===== src/rtl/pixel_write_queue.sv =====
// Pixel write queue: three handshaked pixel sources arbitrated by fixed priority
// (erase > screen > draw), clipped to the visible area, buffered in a small FIFO
// and replayed one pixel per cycle towards the VGA adapter.
module pixel_write_queue #(
    parameter int unsigned DEPTH = 8,
    parameter int unsigned XMAX  = 160,
    parameter int unsigned YMAX  = 120
) (
    input  logic                    clk,
    input  logic                    resetn,
    input  logic                    flush,
    input  logic                    hold,
    input  logic                    erase_valid,
    output logic                    erase_ready,
    input  logic [7:0]              erase_x,
    input  logic [6:0]              erase_y,
    input  logic [2:0]              erase_colour,
    input  logic                    screen_valid,
    output logic                    screen_ready,
    input  logic [7:0]              screen_x,
    input  logic [6:0]              screen_y,
    input  logic [2:0]              screen_colour,
    input  logic                    draw_valid,
    output logic                    draw_ready,
    input  logic [7:0]              draw_x,
    input  logic [6:0]              draw_y,
    input  logic [2:0]              draw_colour,
    output logic                    plot,
    output logic [7:0]              x,
    output logic [6:0]              y,
    output logic [2:0]              colour,
    output logic [$clog2(DEPTH):0]  level,
    output logic                    empty,
    output logic [7:0]              clip_count
);

    localparam int unsigned AW        = $clog2(DEPTH);
    localparam logic [AW:0] FullLevel = (AW + 1)'(DEPTH);
    // One extra bit so limits up to 256 / 128 still compare correctly.
    localparam logic [8:0]  XLim      = 9'(XMAX);
    localparam logic [7:0]  YLim      = 8'(YMAX);

    // Entry layout: {x[7:0], y[6:0], colour[2:0]}
    logic [17:0]   mem [DEPTH];

    logic [AW-1:0] headQ, headD, tailQ, tailD;
    logic [AW:0]   levelQ, levelD;
    logic          plotQ, plotD;
    logic [7:0]    xQ, xD;
    logic [6:0]    yQ, yD;
    logic [2:0]    colourQ, colourD;
    logic [7:0]    clipQ, clipD;

    logic          full, xfer, inRange, push, pop, clipHit;
    logic [17:0]   selPix;

    // Readies, arbitration and clipping decision for the current cycle
    always_comb begin
        full         = (levelQ == FullLevel);
        erase_ready  = ~full & ~flush;
        screen_ready = erase_ready & ~erase_valid;
        draw_ready   = screen_ready & ~screen_valid;

        xfer   = 1'b0;
        selPix = '0;
        if (erase_valid && erase_ready) begin
            xfer   = 1'b1;
            selPix = {erase_x, erase_y, erase_colour};
        end else if (screen_valid && screen_ready) begin
            xfer   = 1'b1;
            selPix = {screen_x, screen_y, screen_colour};
        end else if (draw_valid && draw_ready) begin
            xfer   = 1'b1;
            selPix = {draw_x, draw_y, draw_colour};
        end

        inRange = ({1'b0, selPix[17:10]} < XLim) && ({1'b0, selPix[9:3]} < YLim);
        push    = xfer & inRange;
        clipHit = xfer & ~inRange;
        pop     = (levelQ != '0) & ~hold & ~flush;
    end

    // Next-state for pointers, occupancy, output pixel and clip counter
    always_comb begin
        headD   = headQ;
        tailD   = tailQ;
        levelD  = levelQ;
        plotD   = pop;
        xD      = xQ;
        yD      = yQ;
        colourD = colourQ;
        clipD   = clipQ;

        if (clipHit && (clipQ != 8'hFF)) begin
            clipD = clipQ + 8'd1;
        end

        if (flush) begin
            headD  = '0;
            tailD  = '0;
            levelD = '0;
        end else begin
            if (push) begin
                tailD = tailQ + 1'b1;
            end
            if (pop) begin
                headD = headQ + 1'b1;
                {xD, yD, colourD} = mem[headQ];
            end
            if (push && !pop) begin
                levelD = levelQ + 1'b1;
            end else if (pop && !push) begin
                levelD = levelQ - 1'b1;
            end
        end
    end

    // State registers with synchronous active-low reset
    always_ff @(posedge clk) begin
        if (!resetn) begin
            headQ   <= '0;
            tailQ   <= '0;
            levelQ  <= '0;
            plotQ   <= 1'b0;
            xQ      <= '0;
            yQ      <= '0;
            colourQ <= '0;
            clipQ   <= '0;
        end else begin
            headQ   <= headD;
            tailQ   <= tailD;
            levelQ  <= levelD;
            plotQ   <= plotD;
            xQ      <= xD;
            yQ      <= yD;
            colourQ <= colourD;
            clipQ   <= clipD;
        end
    end

    // FIFO storage; contents need no reset since level gates every read
    always_ff @(posedge clk) begin
        if (push) begin
            mem[tailQ] <= selPix;
        end
    end

    assign plot       = plotQ;
    assign x          = xQ;
    assign y          = yQ;
    assign colour     = colourQ;
    assign level      = levelQ;
    assign empty      = (levelQ == '0);
    assign clip_count = clipQ;

endmodule

===== config.mk =====
export PLATFORM = sky130hd
export DESIGN_NAME = pixel_write_queue
export DESIGN_NICKNAME = d
export VERILOG_FILES = /design/src/rtl/pixel_write_queue.sv
export SDC_FILE = /design/constraint.sdc
export NUM_CORES = 1
export LEC_CHECK = 0
export BUFFER_PORTS_ARGS = -buffer_cell sky130_fd_sc_hd__buf_4
export CORE_MARGIN = 8
export CORE_UTILIZATION = 28
export DETAILED_ROUTE_END_ITERATION = 8
export SYNTH_ARGS = -nofsm -noshare
export SYNTH_HDL_FRONTEND = slang
export SYNTH_SLANG_ARGS = --single-unit

===== constraint.sdc =====
create_clock -name clk -period 5.2 [get_ports clk]
set_input_delay 0 -clock clk [delete_from_list [all_inputs] [get_ports clk]]
set_output_delay 0 -clock clk [all_outputs]
set_load 0.02 [all_outputs]

# ---- Word-level counts from Yosys, hierarchy flattened
# Memory sizes are Yosys's and may differ from the RTL's. A register that Yosys moved wholly into a read port is not among the register bits.
# Cells that the tools add are included.
dict set report totals {
  mem_count 1
  output_inout_bits 35
  input_bits 61
  word_cells 54
  register_bits 19
  mem_bits_rw 144
}
# memory depth width read_ports rd_clocked_by_memory_dff write_ports line_no
set memory_table {}
lappend memory_table {mem 8 18 1 1 1 44} ;# logic [17:0] mem [DEPTH];
dict set report op_classes {
  addsub 5
  reduce_logical 15
  magnitude_cmp 2
  n_eq_ne 2
  n_bitwise 14
  mux 10
}
# operator n
set op_table {}
lappend op_table {{18-bit 2-to-1 mux} 3}
lappend op_table {{8-bit by 1-bit adder with 8-bit output (second input constant)} 1}
lappend op_table {{8-bit less-than comparator (second input constant)} 1}
lappend op_table {{4-bit 2-to-1 mux} 2}
lappend op_table {{8-bit inequality test (second input constant)} 1}
lappend op_table {{1-bit AND} 7}
lappend op_table {{1-bit logical AND} 7}
lappend op_table {{7-bit less-than comparator (second input constant)} 1}
lappend op_table {{1-bit NOT} 7}
lappend op_table {{3-bit by 1-bit adder with 3-bit output (second input constant)} 2}
lappend op_table {{1-bit 2-to-1 mux} 5}
lappend op_table {{4-bit by 1-bit adder with 4-bit output (second input constant)} 1}
lappend op_table {{4-bit == test (second input constant)} 1}
lappend op_table {{4-bit logical NOT} 1}
lappend op_table {{4-bit nonzero test} 1}
lappend op_table {{4-bit by 1-bit subtractor with 4-bit output (second input constant)} 1}
lappend op_table {{1-bit logical NOT} 3}
lappend op_table {{2-bit AND reduction} 1}
lappend op_table {{2-bit nonzero test} 1}
lappend op_table {{2-bit OR reduction} 1}

# ---- Depth between registers and ports, before layout
# Gate-level depths: netlist (run 1).
dict set report logic_depth {
  depth_word 16
  ltp_mapped 16
  mapped_depth_nobuf 14
}

# ---- Least setup slack after synthesis (run 1)
# OpenSTA, ideal clock, no wires.
dict set report synth_path {
  kind {register to register}
  from {register levelQ[0], in the netlist level[0]}
  to {memory mem[2][0] (enable)}
  setup_time_ns 0.446
  t_arrival_ns 3.447
  path_stages_with_launch 7
  path_buffers 1
  required_time_ns 4.754
  period_less_slack_ns 3.893
  slack_ns 1.307
  path_cell_list {dfxtp_1 -> nor4b_1 -> or2_4 -> nor2_1 -> o211ai_1 -> buf_2 -> nor4b_1}
}
dict set report synth_between {
  elab_chain_len 14
  elab_cells_between_ends 20
  classes_between {order compare (2); eq/ne (1); mux (8); bitwise (5); reduce/logical (4)}
}
# element line_no
set synth_rtl {}
lappend synth_rtl {{start, declared} 47} ;# logic [AW:0] levelQ, levelD;
lappend synth_rtl {{start signal, assigned} 132} ;# levelQ <= levelD;
lappend synth_rtl {{4-bit == test (*)} 59} ;# full = (levelQ == FullLevel);
lappend synth_rtl {{1-bit NOT (*)} 60} ;# erase_ready = ~full & ~flush;
lappend synth_rtl {{1-bit AND (*)} 60}
lappend synth_rtl {{1-bit AND} 61} ;# screen_ready = erase_ready & ~erase_valid;
lappend synth_rtl {{1-bit AND} 62} ;# draw_ready = screen_ready & ~screen_valid;
lappend synth_rtl {{1-bit logical AND} 72} ;# end else if (draw_valid && draw_ready) begin
lappend synth_rtl {{18-bit 2-to-1 mux} 72}
lappend synth_rtl {{18-bit 2-to-1 mux} 69} ;# end else if (screen_valid && screen_ready) begin
lappend synth_rtl {{18-bit 2-to-1 mux} 66} ;# if (erase_valid && erase_ready) begin
lappend synth_rtl {{8-bit less-than comparator / 7-bit less-than comparator (equally long branches)} 77} ;# inRange = ({1'b0, selPix[17:10]} < XLim) && ({1'b0, selPix[9:3]} < YLim);
lappend synth_rtl {{1-bit logical AND} 77}
lappend synth_rtl {{1-bit AND (*)} 78} ;# push = xfer & inRange;
lappend synth_rtl {{1-bit 2-to-1 mux (*)} 143} ;# if (push) begin
lappend synth_rtl {{1-bit 2-to-1 mux (not written as such) (*)} 144} ;# mem[tailQ] <= selPix;
lappend synth_rtl {{end, declared} 44}
# Every way passes the cells marked *; elsewhere a longest branch is shown, timed or not.

# ---- Worst setup path in the final report (run 1)
dict set report layout_path {
  from {register levelQ[1], in the netlist level[1]}
  to {register levelQ[3], in the netlist level[3]}
}
dict set report layout_between {
  elab_chain_len 15
  elab_cells_between_ends 30
  classes_between {add/sub (2); order compare (2); eq/ne (1); mux (8); bitwise (7); reduce/logical (10)}
}
# element line_no
set layout_rtl {}
lappend layout_rtl {{4-bit == test (*)} 59}
lappend layout_rtl {{1-bit NOT (*)} 60}
lappend layout_rtl {{1-bit AND (*)} 60}
lappend layout_rtl {{1-bit AND} 61}
lappend layout_rtl {{1-bit AND} 62}
lappend layout_rtl {{1-bit logical AND} 72}
lappend layout_rtl {{18-bit 2-to-1 mux} 72}
lappend layout_rtl {{18-bit 2-to-1 mux} 69}
lappend layout_rtl {{18-bit 2-to-1 mux} 66}
lappend layout_rtl {{8-bit less-than comparator / 7-bit less-than comparator (equally long branches)} 77}
lappend layout_rtl {{1-bit logical AND} 77}
lappend layout_rtl {{1-bit AND (*)} 78}
lappend layout_rtl {{net push} 54} ;# logic full, xfer, inRange, push, pop, clipHit;
lappend layout_rtl {{1-bit logical NOT} 112} ;# end else if (pop && !push) begin
lappend layout_rtl {{1-bit logical AND} 112}
lappend layout_rtl {{2-bit nonzero test (no source line)} n/a}
# Mark *: on every way through the listed nets, which the timed path passes. The rest lies on a longest branch. The select of a mux whose other input is x is not followed.
# A chain may end at the register's enable or synchronous reset.

==> impl_metrics.yaml, run 1 <==
logic_synthesis:
  avgSynthCellArea_um2: 16.3
  synth_fp_nets: 531
  synthCells: 463
  seq_area_frac_synth_pct: 67.1
  synth_edf_count: 144
  synth-seq-cells: 181
  ys_types: 48
  ys.flop_type: "edfxtp_1"
  synth_area_um2: 7550
  async_flop_share_pct: 0
  yosysWarnings: 0
sta:
  fin_crit_ns: 3.70
  rsz0062_at_grt: "no"
  whs_ns: 0.0127
  tightest_slew_ns: 1.16
  final-hold-violation-count: 0
  fin_skew_ns: 0.0120
  slew_headroom_pct: 22.3
  fmaxAchievable_mhz: 270
  setup-tns-final_ns: 0
  maxSlewViolCount: 0
  finalCritPeriodShare_pct: 71.2
  setup_violations: 0
layout:
  postLayoutCellArea_um2: 9300
  num-fill-cells: 2542
  drive_above_1_share_pct: 34.1
  finalNetCount: 632
  diodes: 0
  fin_cells: 918
  syn_to_final_growth_pct: 23.3
power_and_ir_drop:
  leakagePower_nw: 3.40
  vdd_drop_max_mv: 0.205
  cellPowerDensity_nw_per_um2: 344
global_route:
  grt_use_total_pct: 10.9
  grt-ovfl-total: 0
  grt_pass1_vias: 4714
  grt_pass1_wl_um: 27000
  grt_max_degree: 40
  antenna_found_initial: 0
cts:
  root_buffer: "clkbuf_16"
  clk_latency_ns: 0.43
  cts_setup_buffers: 0
  clock-sinks: 181
  htreeDepth: 4
  clockBufferDepth: 2
  post_cts_resized: 0
  clkTransAtPathRegs_ns: 0.08
  cts_tree: "done"
  numCtsBuffers: 17
run:
  max_cap_viol_count: 0
die:
  ioPinCount: 96
  die_area_um2: 32500
  fp-row-count: 60
  core-area_um2: 26700
  die-width_um: 180
  initial_core_util_pct: 28.2
  dieHeight_um: 180
place:
  detailed_place.area_um2: 8690
  place.detailed.hpwl_um: 11300
  dp_cells: 883
  port_buffers: 95
  place_congestion: 0.739
critical_path:
  cp-start-kind: "register"
  critPathKind: "reg2reg"
  cp-end-kind: "register"
  crit_required_ns: 5.55
  arrival_ns: 4.06
  cp_max_fo: 11
route:
  first_pass_iters: 7
  wire_per_inst_um: 19.2
  vias: 4359
  vias_per_cell: 4.75
  drt_iter0_markers: 360
  ant_nets: 0
  drc: 0
  routed_wl_um: 17600
run_status:
  outcome: "finished, final reports clean"
min_path:
  hold_path_class: "in2reg"
==> timing repair <==
action | 4_1_cts | 5_1_grt
setup endpoints to repair | 0 | 0
hold buffers | 3 | 0
hold endpoints to repair | 10 | 0
==> critical path, cell delays in order (launching register included) <==
cell and delay [ns]:
dfxtp_1 0.47, nor4b_1 0.09, or2_4 0.26, inv_4 0.10, nand3_2 0.10, o211ai_1 0.94, inv_1 0.11, ha_1 0.25
inv_1 0.14, ha_1 0.26, a21o_1 0.18, a21oi_1 0.16, xnor2_1 0.10, or3_1 0.30, a21oi_1 0.16
==> metal layers <==
metal / GRT usage (%) / wire (um) / vias up
met5: 0 / 0 / -
met4: 4.23 / 273 / 0
met3: 2.78 / 892 / 20
met2: 19.9 / 9540 / 108
met1: 12.0 / 6900 / 2202
li1: - / - / 2029
==> layout by cell type (no fill, tap or decap), types with 8 or more instances in the layout <==
master	count
inv_1	16
edfxtp_1	144
clkbuf_16	17
and2_1	8
o211a_1	18
buf_4	107
nor2_1	13
a21oi_1	13
mux4_2	36
mux2i_1	25
nand2_1	32
nand2b_1	9
a222oi_1	11
dfxtp_1	36
==> cells in the mapped netlist, types with 2 or more instances <==
master / instances / area share [%]
edfxtp_1: 144 / 57
dfxtp_1: 37 / 9.8
mux4_2: 36 / 11
nand2_1: 32 / 1.6
mux2i_1: 25 / 3.3
o211a_1: 18 / 2.4
inv_1: 16 / 0.80
nor2_1: 14 / 0.70
a21oi_1: 13 / 0.86
clkbuf_1: 12 / 0.60
a222oi_1: 11 / 1.5
buf_2: 11 / 0.73
nand2b_1: 9 / 0.75
and2_1: 8 / 0.66
ha_1: 6 / 0.99
nand3_1: 6 / 0.40
nor2b_1: 6 / 0.50
nand3b_1: 5 / 0.50
nor3_1: 5 / 0.33
nor4b_1: 5 / 0.58
nor4_1: 4 / 0.33
xor2_1: 4 / 0.46
a21oi_2: 3 / 0.35
o21ai_0: 3 / 0.20
xnor2_1: 3 / 0.35
buf_1: 2 / 0.10
buf_6: 2 / 0.30
nor4_2: 2 / 0.33
o21a_1: 2 / 0.20
==> report_power, final <==
| part | internal, mW | leakage (nW) | total [mW] | switching, mW |
|---|---|---|---|---|
| combinational | 0.149 | 1.48 | 0.330 | 0.181 |
| clock | 0.642 | 0.284 | 1.24 | 0.595 |
| sequential | 1.61 | 1.63 | 1.64 | 0.0253 |
| total | 2.40 | 3.40 | 3.20 | 0.801 |
==> metrics by stage <==
stage	setup WS (ns)	power (mW)	utilization, %
finish	1.50	3.20	34.8
global route	1.18	3.32	34.8
CTS	1.50	3.24	34.8
detailed placement	1.50	2.00	32.5
global placement	1.74	1.99	32.5
floorplan	1.31	1.87	-
==> path summary, 6_finish.rpt <==
path / startpoint / to / slack (ns) / depth (start not counted)
setup reg to reg: level[1] / level[3] / 1.50 / 14
setup / recovery: level[1] / level[3] / 1.50 / 14
hold reg to reg: clip_count[6] / clip_count[6] / 0.50 / 2
hold / removal: resetn / clip_count[3] / 0.01 / 2
==> area by class of cell <==
type / instances / area, um^2 / share of cell area (%)
sequential: 181 / 5070 / 54.5
multi-input combinational: 237 / 2330 / 25.0
timing repair buffer: 110 / 833 / 8.96
tap: 341 / 427 / 4.59
clock buffer: 17 / 425 / 4.57
clock inverter: 15 / 156 / 1.68
inverter: 17 / 66.3 / 0.713
==> cell families (layout without fill, tap and decap cells) <==
| logic type | count (synthesis) | count (layout) | synth area share (%) |
|---|---|---|---|
| muxes | 61 | 61 | 14.1 |
| AOI/OAI and AO/OA | 58 | 58 | 6.43 |
| and+or+nand+nor | 104 | 104 | 7.63 |
| buffers and inverters | 45 | 159 | 2.70 |
| xor gates and xnor gates | 7 | 7 | 0.812 |
| adders and majority gates | 7 | 7 | 1.26 |
| DFF | 181 | 181 | 67.1 |
==> sequential cells by signal (all words and copies together) (netlist names) <==
register	count
tailQ	3
x	8
mem	144
plot	1
clip_count	8
headQ	3
y	7
level	4
colour	3
(Power assumes the default switching activity.)
==> run 2, diff against run 1 <==
--- a/config.mk
+++ b/config.mk
@@ -5,6 +5,7 @@
 export SDC_FILE = /design/constraint.sdc
 export NUM_CORES = 1
 export LEC_CHECK = 0
+export ABC_AREA = 1
 export BUFFER_PORTS_ARGS = -buffer_cell sky130_fd_sc_hd__buf_4
 export CORE_MARGIN = 8
 export CORE_UTILIZATION = 28
==> constraint.sdc (replaced) <==
create_clock -name clk -period 3.2 [get_ports clk]
set_input_delay 0 -clock clk [delete_from_list [all_inputs] [get_ports clk]]
set_output_delay 0 -clock clk [all_outputs]
set_load 0.02 [all_outputs]
==> run 2 against run 1 <==
Against the previous run: synthesized area increased by 1.7%; sequential cell count unchanged; first-iteration DRC count increased by 28%; total power increased by 61%; sequential power increased by 62%; clock skew increased by 0.012 ns; clock power increased by 56%; count of clock-buffer cells in the layout increased by 1; sequential share of layout area decreased by 1.3 points; non-clock buffer count increased by 15; largest cell class unchanged; largest power group unchanged.
==> impl_metrics.yaml, run 2 <==
layout:
  finalNetCount: 860
  seq_area_um2: 5070
  drive_above_1_share_pct: 24.7
  multi_input_area_um2: 2390
  num-fill-cells: 2657
  syn_to_final_growth_pct: 24.2
  final_cell_mix: "144 x edfxtp_1, 122 x buf_4, 94 x nor2_1"
  postLayoutCellArea_um2: 9530
  regMostFlops: "mem"
  layout_commonest_cell: "edfxtp_1"
  largest_reg_flops: 144
min_path:
  min_from: "erase_y[1]"
  hold_path_class: "in2reg"
route:
  vias: 5480
  wire_per_inst_um: 17.3
  first_pass_iters: 5
  ant_nets: 0
  routed_wl_um: 19900
  vias_per_cell: 4.78
  drt_iter0_markers: 461
  drc: 0
logic_synthesis:
  yosysWarnings: 0
  synth_area_um2: 7670
  synth-seq-cells: 181
  ys_types: 37
  synth.most_common_cell: "edfxtp_1"
  synth_edf_count: 144
  netlist.top_cell.by_area: "edfxtp_1"
  synth_fp_nets: 754
  avgSynthCellArea_um2: 11.2
  synthTopCellsByCount: "144 x edfxtp_1, 97 x nor2_1, 78 x o21ai_0"
  synthCells: 686
  ys.flop_type: "edfxtp_1"
  async_flop_share_pct: 0
  synth_top_area_share_pct: 56.4
  synthTopCellsByArea: "edfxtp_1 56%, dfxtp_1 9.7%, o21ai_0 5.1%"
  seq_area_frac_synth_pct: 66.0
global_route:
  grt_pass1_wl_um: 30700
  antenna_found_initial: 1
  grt_pass1_vias: 5430
  grt_use_total_pct: 12.1
  grt-ovfl-total: 0
  grt_max_degree: 74
die:
  dieHeight_um: 182
  core-area_um2: 27000
  fp-row-count: 60
  ioPinCount: 96
  initial_core_util_pct: 28.5
  die-width_um: 182
  die_area_um2: 33000
sta:
  slew_headroom_pct: 49.4
  maxSlewViolCount: 0
  final-hold-violation-count: 0
  tightest_slew_ns: 0.758
  fmaxAchievable_mhz: 345
  rsz0062_at_grt: "no"
  setup_violations: 0
  fin_skew_ns: 0.0238
  finalCritPeriodShare_pct: 90.6
  whs_ns: 0.0442
  fin_crit_ns: 2.90
cts:
  root_buffer: "clkbuf_16"
  clk_latency_ns: 0.44
  clockBufferDepth: 2
  htreeDepth: 4
  cts_tree: "done"
  numCtsBuffers: 17
  clkTransAtPathRegs_ns: 0.07
  clock-sinks: 181
power_and_ir_drop:
  p_int_mw: 3.85
  pwr-share-clk_pct: 37.6
  leakagePower_nw: 3.52
  combPwrFrac_pct: 11.2
  vdd_drop_max_mv: 0.227
  switchingPower_mw: 1.31
  p_seq_share_pct: 51.3
  cellPowerDensity_nw_per_um2: 542
  swShare_pct: 25.4
place:
  place.detailed.hpwl_um: 12700
  place_congestion: 0.801
  port_buffers: 95
  detailed_place.area_um2: 8920
critical_path:
  crit_start: "level[2]"
  crit_required_ns: 3.52
  arrival_ns: 3.22
  cp-start-kind: "register"
  cp-end-kind: "register"
  rr_startpoint: "level[2]"
  critPathKind: "reg2reg"
  cp_max_fo: 8
run:
  max_cap_viol_count: 0
run_status:
  outcome: "finished, final reports clean"
==> run 2: changes by cell type after synthesis, moves of 20 or more <==
cell and change:
mux2i_1 -25, nand3_1 +37, clkbuf_1 +20, nor2_1 +83, mux4_2 -36, o21ai_0 +75
nand2_1 +37
==> run 2: per-stage QoR <==
step / utilization [%] / cells / setup TNS [ns] / setup slack [ns] / total power [mW]
finish: 35.3 / 1147 / 0 / 0.302 / 5.16
detailed placement: 33.1 / 1111 / 0 / 0.0113 / 3.27
global route: 35.3 / 1147 / 0 / 0.0388 / 5.37
global placement: 33.1 / 1111 / 0 / 0.0823 / 3.26
floorplan: - / 686 / -15.49 / -0.108 / 3.02
CTS: 35.2 / 1145 / 0 / 0.0816 / 5.20
==> run 2: worst max-delay path: stages (launching register included) <==
cell	delay [ns]
dfxtp_1	0.44
nor2_2	0.08
nand2_4	0.10
nand3_4	0.09
nor2_8	0.14
nand3_1	0.08
nand2_1	0.08
nand2_1	0.08
nor2_2	0.15
nand2_4	0.09
nand3_4	0.06
inv_1	0.04
ha_1	0.20
inv_1	0.15
ha_1	0.25
and3_1	0.17
a211oi_2	0.17
nor2_1	0.06
nor2_1	0.08
nand2_1	0.06
o21ai_0	0.14
a21oi_1	0.06
==> run 2: layout make-up <==
cell class | count | share of cell area [%]
Tap cell | 341 | 4.48
Timing Repair Buffer | 125 | 10.0
Clock inverter | 14 | 1.22
Sequential cell | 181 | 53.2
Multi-Input combinational cell | 430 | 25.1
Clock buffer | 18 | 4.51
Inverter | 37 | 1.48
Antenna cell | 1 | 0.0263
==> run 2: repair_timing <==
item | 4_1_cts | 5_1_grt
gates resized for setup | 1 | 5
pin swaps | 0 | 1
setup buffers | 0 | 1
hold buffers | 2 | 0
hold endpoints to repair | 8 | 0
setup endpoints to repair | 1 | 1
==> run 2: logic make-up (layout without fill, tap and decap cells) <==
family	Yosys count	count (layout)	synth area share, %
flip-flops	181	181	66.0
adder cells (fa/ha/maj)	7	7	1.24
other	0	1	0
AND/OR/NAND/NOR	245	245	14.9
buffers and inverters	75	194	3.82
XOR/XNOR	9	9	1.03
AO/OA/AOI/OAI	169	169	13.0
==> run 2: layer usage <==
metal / wire (um) / global-route usage [%] / up-vias
li1: - / - / 2683
met1: 9000 / 15.2 / 2606
met2: 9290 / 19.8 / 177
met3: 1350 / 3.19 / 14
met4: 259 / 4.53 / 0
met5: 0 / 0 / -
==> run 2: power by group through the flow <==
stage | registers, mW | logic, mW | clock network (mW)
final | 2.65 | 0.576 | 1.94
after global routing | 2.65 | 0.634 | 2.08
after CTS | 2.65 | 0.573 | 1.98
after detailed placement | 2.70 | 0.568 | 0
after global placement | 2.70 | 0.561 | 0
after floorplan | 2.72 | 0.305 | 0
==> run 2: path summary, 6_finish.rpt <==
kind                to  slack [ns]  cells past startpoint
min          mem[4][4]        0.04                      3
max           level[3]        0.30                     21
min reg2reg       y[2]        0.47                      2
max reg2reg   level[3]        0.30                     21
